`src/rtl/seg_pattern_decoder_if.sv`:
```
// Segment-stream in, packed hex-word out, with abort and the partial-digit count.
// The slave side is the decoder; the master side drives digits and consumes words.
interface seg_pattern_decoder_if #(
  parameter int NIBBLES = 4
);
  localparam int W  = 4 * NIBBLES;
  localparam int CW = $clog2(NIBBLES + 1);

  logic [6:0]    seg_in;
  logic          seg_valid;
  logic          seg_ready;
  logic          abort;
  logic [W-1:0]  word_out;
  logic          word_err;
  logic          word_valid;
  logic          word_ready;
  logic [CW-1:0] count;

  modport slave (
    input  seg_in, seg_valid, abort, word_ready,
    output seg_ready, word_out, word_err, word_valid, count
  );

  modport master (
    output seg_in, seg_valid, abort, word_ready,
    input  seg_ready, word_out, word_err, word_valid, count
  );
endinterface

```
`src/rtl/seg_pattern_decoder.sv`:
```
// Decodes active-low 7-segment patterns to hex and packs NIBBLES digits per word.
// Word valid 1 cycle after the last digit; only the completing digit stalls on a full output.
module seg_pattern_decoder #(
  parameter int NIBBLES = 4
) (
  input logic                  clk,
  input logic                  rst_n,
  seg_pattern_decoder_if.slave bus
);
  localparam int W  = 4 * NIBBLES;
  localparam int CW = $clog2(NIBBLES + 1);
  localparam logic [CW-1:0] LAST = CW'(NIBBLES - 1);

  logic [W-5:0]  shift_q;
  logic [CW-1:0] count_q;
  logic          err_q;
  logic [W-1:0]  word_q;
  logic          word_err_q;
  logic          word_vld_q;

  logic [3:0]    digit;
  logic          illegal;
  logic          seg_rdy;
  logic          accept;
  logic          complete;
  logic [W-1:0]  next_word;

  always_comb begin
    digit   = 4'h0;
    illegal = 1'b0;
    case (bus.seg_in)
      7'b1000000: digit = 4'h0;
      7'b1111001: digit = 4'h1;
      7'b0100100: digit = 4'h2;
      7'b0110000: digit = 4'h3;
      7'b0011001: digit = 4'h4;
      7'b0010010: digit = 4'h5;
      7'b0000010: digit = 4'h6;
      7'b1111000: digit = 4'h7;
      7'b0000000: digit = 4'h8;
      7'b0010000: digit = 4'h9;
      7'b0001000: digit = 4'hA;
      7'b0000011: digit = 4'hB;
      7'b0100111: digit = 4'hC;
      7'b0100001: digit = 4'hD;
      7'b0000110: digit = 4'hE;
      7'b0001110: digit = 4'hF;
      default:    illegal = 1'b1;
    endcase
  end

  // Only the completing digit needs the output register to be free (or freeing).
  assign seg_rdy   = rst_n & ((count_q != LAST) | ~word_vld_q | bus.word_ready);
  assign accept    = bus.seg_valid & seg_rdy;
  assign complete  = accept & ~bus.abort & (count_q == LAST);
  assign next_word = {shift_q, digit};

  always_ff @(posedge clk or negedge rst_n) begin
    if (!rst_n) begin
      shift_q <= '0;
      count_q <= '0;
      err_q   <= 1'b0;
    end else if (bus.abort || complete) begin
      shift_q <= '0;
      count_q <= '0;
      err_q   <= 1'b0;
    end else if (accept) begin
      shift_q <= next_word[W-5:0];
      count_q <= count_q + CW'(1);
      err_q   <= err_q | illegal;
    end
  end

  // A completion on the handshake edge reloads in place, so back-to-back words have no bubble.
  always_ff @(posedge clk or negedge rst_n) begin
    if (!rst_n) begin
      word_q     <= '0;
      word_err_q <= 1'b0;
      word_vld_q <= 1'b0;
    end else if (complete) begin
      word_q     <= next_word;
      word_err_q <= err_q | illegal;
      word_vld_q <= 1'b1;
    end else if (word_vld_q && bus.word_ready) begin
      word_vld_q <= 1'b0;
    end
  end

  assign bus.seg_ready  = seg_rdy;
  assign bus.word_out   = word_q;
  assign bus.word_err   = word_err_q;
  assign bus.word_valid = word_vld_q;
  assign bus.count      = count_q;
endmodule

```
`src/flat_wrapper.sv`:
```
// flat-port wrapper written by rule: the top's interface ports become plain ports
module seg_pattern_decoder_flat 
#(
  parameter int NIBBLES = 4
)
  (clk, rst_n, bus_seg_in, bus_seg_valid, bus_abort, bus_word_ready, bus_seg_ready, bus_word_out, bus_word_err, bus_word_valid, bus_count);
  seg_pattern_decoder_if #(.NIBBLES(NIBBLES)) bus_i ();
  input logic clk;
  input logic rst_n;
  input wire logic [$bits(bus_i.seg_in)-1:0] bus_seg_in;
  input wire logic [$bits(bus_i.seg_valid)-1:0] bus_seg_valid;
  input wire logic [$bits(bus_i.abort)-1:0] bus_abort;
  input wire logic [$bits(bus_i.word_ready)-1:0] bus_word_ready;
  output wire logic [$bits(bus_i.seg_ready)-1:0] bus_seg_ready;
  output wire logic [$bits(bus_i.word_out)-1:0] bus_word_out;
  output wire logic [$bits(bus_i.word_err)-1:0] bus_word_err;
  output wire logic [$bits(bus_i.word_valid)-1:0] bus_word_valid;
  output wire logic [$bits(bus_i.count)-1:0] bus_count;
  assign bus_i.seg_in = bus_seg_in;
  assign bus_i.seg_valid = bus_seg_valid;
  assign bus_i.abort = bus_abort;
  assign bus_i.word_ready = bus_word_ready;
  assign bus_seg_ready = bus_i.seg_ready;
  assign bus_word_out = bus_i.word_out;
  assign bus_word_err = bus_i.word_err;
  assign bus_word_valid = bus_i.word_valid;
  assign bus_count = bus_i.count;
  seg_pattern_decoder #(.NIBBLES(NIBBLES)) u_core (.clk(clk), .rst_n(rst_n), .bus(bus_i));
endmodule
```
`config.mk`:
```
export PLATFORM = sky130hd
export DESIGN_NAME = seg_pattern_decoder_flat
export DESIGN_NICKNAME = d
export VERILOG_FILES = /design/src/rtl/seg_pattern_decoder_if.sv /design/src/rtl/seg_pattern_decoder.sv /design/src/flat_wrapper.sv
export SDC_FILE = /design/constraint.sdc
export NUM_CORES = 1
export LEC_CHECK = 0
export CAP_MARGIN = 20
export CELL_PAD_IN_SITES_DETAIL_PLACEMENT = 1
export CELL_PAD_IN_SITES_GLOBAL_PLACEMENT = 1
export CORE_MARGIN = 3
export CORE_UTILIZATION = 39
export DETAILED_ROUTE_END_ITERATION = 10
export GPL_TIMING_DRIVEN = 0
export PLACE_DENSITY = 0.84
export SLEW_MARGIN = 20
export SYNTH_ARGS = -nofsm -noshare
export SYNTH_HDL_FRONTEND = slang
export SYNTH_SLANG_ARGS = --single-unit
```
`constraint.sdc`:
```
create_clock -name clk -period 2.4 [get_ports clk]
set_input_delay 0.24 -clock clk [delete_from_list [all_inputs] [get_ports clk]]
set_output_delay 0.24 -clock clk [all_outputs]
set_load 0.01 [all_outputs]
```
# --- After elaboration in Yosys (flattened, before gate mapping) ---
# Index checks and enable logic that the tools add are counted.
classes:
  n_addsub: 1
  n_eq_ne: 17
  muxes: 10
  n_bitwise: 9
  n_reduce_logical: 6
ops:
  columns: ["operator", "count"]
  rows:
  - ["$pmux 4 s15", 1]
  - ["$eq 7x6->1 const B", 4]
  - ["$mux 12", 2]
  - ["$eq 7x5->1 const B", 3]
  - ["$eq 7x7->1 const B", 3]
  - ["$reduce_or 16->1", 1]
  - ["$eq 7x2->1 const B", 2]
  - ["$eq 7x4->1 const B", 2]
  - ["$eq 7x3->1 const B", 1]
  - ["$logic_not 7->1", 1]
  - ["$mux 3", 2]
  - ["$mux 1", 5]
  - ["$and 1x1->1", 4]
  - ["$reduce_bool 2->1", 2]
  - ["$add 3x1->3 const B", 1]
  - ["$eq 3x2->1 const B", 1]
  - ["$ne 3x2->1 const B", 1]
  - ["$or 1x1->1", 3]
  - ["$not 1->1", 2]
  - ["$logic_and 1x1->1", 1]
  - ["$logic_or 1x1->1", 1]
totals:
  ff_bits: 34
  in_bits: 12
  out_inout_bits: 22
  elab_cells: 49

# --- Logic depth before layout (Yosys ltp) ---
logic_depth:
  depth_word: 9
  ltp_mapped: 7
  ltp_nobuf: 6

# --- Worst setup path before layout ---
# No wires, ideal clock.
synth_timing:
  path_type: "register to register"
  startpoint: "register u_core.count_q[0], in the netlist u_core.bus.count[0]"
  endpoint: "register u_core.word_q[0], in the netlist u_core.bus.word_out[0]"
  setup_time_ns: 0.125
  arrival_ns: 1.634
  required_ns: 2.275
  path_slack_ns: 0.641
  stages_incl_launch_ff: 6
  path_buffers: 1
  synth_period_minus_slack_ns: 1.759
  path_cell_list: "dfrtp_1 ha_1 ha_1 nand3_1 clkbuf_1 mux2_2"
synth_via:
  elab_chain_cells: 7
  word_cells_on_any_way: 8
  classes_between: "eq/ne (2); bitwise (6)"
synth_rtl:
  columns: ["element", "line_no", "source"]
  rows:
  - ["from (decl)", "seg_pattern_decoder.sv:15", "logic [CW-1:0] count_q;"]
  - ["from (signal assigned)", "seg_pattern_decoder.sv:69", "count_q <= count_q + CW'(1);"]
  - ["$ne 3x2->1", "seg_pattern_decoder.sv:53", "assign seg_rdy = rst_n & ((count_q != LAST) | ~word_vld_q | bus.word_ready);"]
  - ["$or 1x1->1 (2 in series)", "seg_pattern_decoder.sv:53", null]
  - ["$and 1x1->1", "seg_pattern_decoder.sv:53", null]
  - ["$and 1x1->1", "seg_pattern_decoder.sv:54", "assign accept = bus.seg_valid & seg_rdy;"]
  - ["$and 1x1->1", "seg_pattern_decoder.sv:55", "assign complete = accept & ~bus.abort & (count_q == LAST);"]
  - ["$and 1x1->1 (*)", "seg_pattern_decoder.sv:55", null]
  - ["to (signal assigned)", "seg_pattern_decoder.sv:81", "word_q <= next_word;"]
  - ["to (decl)", "seg_pattern_decoder.sv:17", "logic [W-1:0] word_q;"]
# Every way passes the cells marked *; elsewhere a longest branch is shown, timed or not.
# A chain may end at the register's enable or synchronous reset.

# --- Final worst setup path ---
layout_timing:
  startpoint: "input rst_n"
  endpoint: "output bus_seg_ready"
layout_via:
  elab_chain_cells: 1
layout_rtl:
  columns: ["element", "line_no", "source"]
  rows:
  - ["from (decl)", "flat_wrapper.sv:9", "input logic rst_n;"]
  - ["$and 1x1->1", "seg_pattern_decoder.sv:53", null]
  - ["to (decl)", "flat_wrapper.sv:14", "output wire logic [$bits(bus_i.seg_ready)-1:0] bus_seg_ready;"]
# Every way passes these cells.

==> impl_metrics.env <==
export IMPL_postRouteAntennaNets=0
export IMPL_antenna_cells=0
export IMPL_synth_seq_cells=34
export IMPL_vdd_drop_max_mv=0.197
export IMPL_dp_slack_ns=0.178
export IMPL_final_nets=203
export IMPL_start_util=0.422
export IMPL_required_ns=2.16
export IMPL_num_vias=1332
export IMPL_syn_avg_cell_area_sq_um=10.9
export IMPL_numClockSinks=34
export IMPL_grt_max_degree=25
export IMPL_synth_seq_area_share=0.527
export IMPL_route_top_layer_used="met4"
export IMPL_core_area_sq_um=3830
export IMPL_cp_end_kind="primary output"
export IMPL_hp_class="primary input to asynchronous set/reset pin"
export IMPL_start_kind="primary input"
export IMPL_post_dp_hpwl_mm=3.10
export IMPL_worstPathArrival_ns=2.02
export IMPL_dr_pass1_iters=4
export IMPL_clock_skew_final_ns=0.00659
export IMPL_outcome="finished clean"
export IMPL_maxClockFrequency_ghz=0.443
export IMPL_cts_buffer_depth=2
export IMPL_r2r_end="u_core.shift_q[7]"
export IMPL_regArea_sq_um=851
export IMPL_num_rows=22
export IMPL_layout_drive_gt1_share=0.174
export IMPL_insertion_delay_ns=0.29
export IMPL_postCtsSetupBuffers=0
export IMPL_htreeDepth=2
export IMPL_critPathLaunch="rst_n"
export IMPL_antenna_found_initial=0
export IMPL_die_w_microns=70.4
export IMPL_fin_crit_sh=0.941
export IMPL_synth_edf_count=0
export IMPL_clk_transition_reported_paths_ns=0.07
export IMPL_vias_per_cell=5.60
export IMPL_met2_length_mm=2.40
export IMPL_timing_rr_start="u_core.bus.count[0]"
export IMPL_drtIter0Drc=147
export IMPL_numPortBuffers=32
export IMPL_synth_fp_nets=162
export IMPL_r2r_cells=6
export IMPL_power_density_nw_per_um2=534
export IMPL_area_growth_pct=31.7
export IMPL_cts_buffers=5
export IMPL_mostFrequentLayoutCells="dfrtp_1, clkdlybuf4s50_1, mux2_2"
export IMPL_nFillCells=422
export IMPL_m1WireLength_mm=1.75
export IMPL_final_setup_viol_count=0
export IMPL_cp_endpoint="bus_seg_ready"
export IMPL_slew_headroom=0.643
export IMPL_hold_viol_final=0
export IMPL_fin_ws_ns=0.143
export IMPL_cts_tree="done"
export IMPL_synth_ff_type="dfrtp_1"
export IMPL_synthArstFlopShare=1.00
export IMPL_slew_viol_final=0
export IMPL_num_io_pins=34
export IMPL_power_leakage_nw=0.962
export IMPL_syn_area_sq_um=1620
export IMPL_die_area_sq_um=4950
export IMPL_grt_pass1_vias=1519
export IMPL_die_h_microns=70.4
export IMPL_place_congestion=0.809
export IMPL_syn_inst=148
export IMPL_cts_root_buffer="clkbuf_8"
export IMPL_yosysWarnings=0
export IMPL_final_common_cell="dfrtp_1"
export IMPL_criticalPathCategory="primary input to primary output"
export IMPL_maxCapViolations=0
export IMPL_multi_input_area_sq_um=714
export IMPL_synthDistinctLibCells=35
export IMPL_reg2reg_slack_ns=0.28
export IMPL_drc=0
export IMPL_postLayoutCoreUtil=0.556
export IMPL_wl_per_cell_microns=18.5
export IMPL_worstMarginPinSlew_ns=0.536
export IMPL_track_usage=0.199
export IMPL_grt_pass1_wl_mm=7.65
export IMPL_routed_wl_mm=4.39
export IMPL_gr_total_overflow=0
export IMPL_min_period_ns=2.26
export IMPL_cp_max_fo=24
export IMPL_rsz0062_at_grt="no"
export IMPL_wl_met3_microns=152
-- worst min-delay path by stage --
stage / endpoint / slack (ns) / cells past startpoint
global route: u_core.shift_q[7] / 0.43 / 2
CTS: u_core.shift_q[4] / 0.41 / 2
detailed placement: u_core.shift_q[4] / 0.17 / 1
global placement: u_core.bus.word_out[1] / 0.48 / 2
finish: u_core.shift_q[4] / 0.41 / 2
floorplan: u_core.bus.count[0] / -0.06 / 0
-- power breakdown --
part / switching, W / total, W / internal (W)
logic: 0.0000685 / 0.000121 / 0.0000523
clock network: 0.000199 / 0.000430 / 0.000231
registers: 0.00000581 / 0.000586 / 0.000580
total: 0.000273 / 0.00114 / 0.000864
-- final cells by class --
type,instances,share of cell area
Buffer,10,0.0200
Clock buffer,7,0.0406
Clock inverter,1,0.00235
Inverter,4,0.00706
Multi-Input combinational cell,100,0.336
Sequential cell,34,0.400
Tap cell,48,0.0282
Timing Repair Buffer,34,0.166
-- synthesized netlist by cell type (3+ instances only) --
library cell  count  area (sq um)
nand2b_1          3          18.8
nor2_1            6          22.5
a31oi_1           3          18.8
buf_2             3          15.0
nor3_1            5          25.0
dfrtp_1          34           851
mux2_2           14           158
nand3b_1          4          30.0
inv_1             4          15.0
nor4_1            3          18.8
nand2_1          13          48.8
a22o_1           11          96.3
o21ai_0          10          50.1
clkbuf_1          7          26.3
a21oi_1           4          20.0
-- state kept, by name, indices dropped and copies added (netlist names) --
| name | count |
|---|---|
| u_core.bus.word_out | 16 |
| u_core.bus.word_valid | 1 |
| u_core.bus.count | 3 |
| u_core.err_q | 1 |
| u_core.bus.word_err | 1 |
| u_core.shift_q | 12 |
-- routing by layer --
layer | vias up | track usage
li1 | 623 | -
met1 | 671 | 0.222
met2 | 30 | 0.362
met3 | 8 | 0.0460
met4 | 0 | 0.0809
met5 | - | 0
-- critical path, stage by stage --
cell	delay, ns
dlygate4sd3_1	0.53
buf_2	0.34
buf_16	0.22
and2_1	0.14
clkdlybuf4s50_1	0.53
-- cells by family (layout without fill, tap and decap cells) --
family                   count (synthesis)  count (layout)  synth area share
AND/OR/NAND/NOR                         45              45             0.150
AO/OA/AOI/OAI                           39              39             0.176
flip-flops                              34              34             0.527
multiplexers                            14              14            0.0976
buffers and inverters                   14              56            0.0349
adder cells (fa/ha/maj)                  2               2            0.0155
-- metrics by stage --
step / total power [W] / cells / hold WS (ns) / instance area (sq um) / TNS, ns
final: 0.00114 / 238 / 0.408 / 2130 / 0
after global routing: 0.00120 / 238 / 0.435 / 2130 / 0
after CTS: 0.00115 / 238 / 0.410 / 2120 / 0
after detailed placement: 0.000715 / 229 / 0.174 / 2020 / 0
after global placement: 0.000704 / 228 / 0.480 / 2000 / -24.13
after floorplan: 0.000650 / 148 / -0.0556 / 1620 / 0
-- repair_timing --
item | 4_1_cts | 5_1_grt
hold buffers | 1 | 0
resized for setup | 0 | 3
endpoints found under the hold margin | 13 | 0
endpoints found under the setup margin | 0 | 20
(Power assumes the default switching activity.)
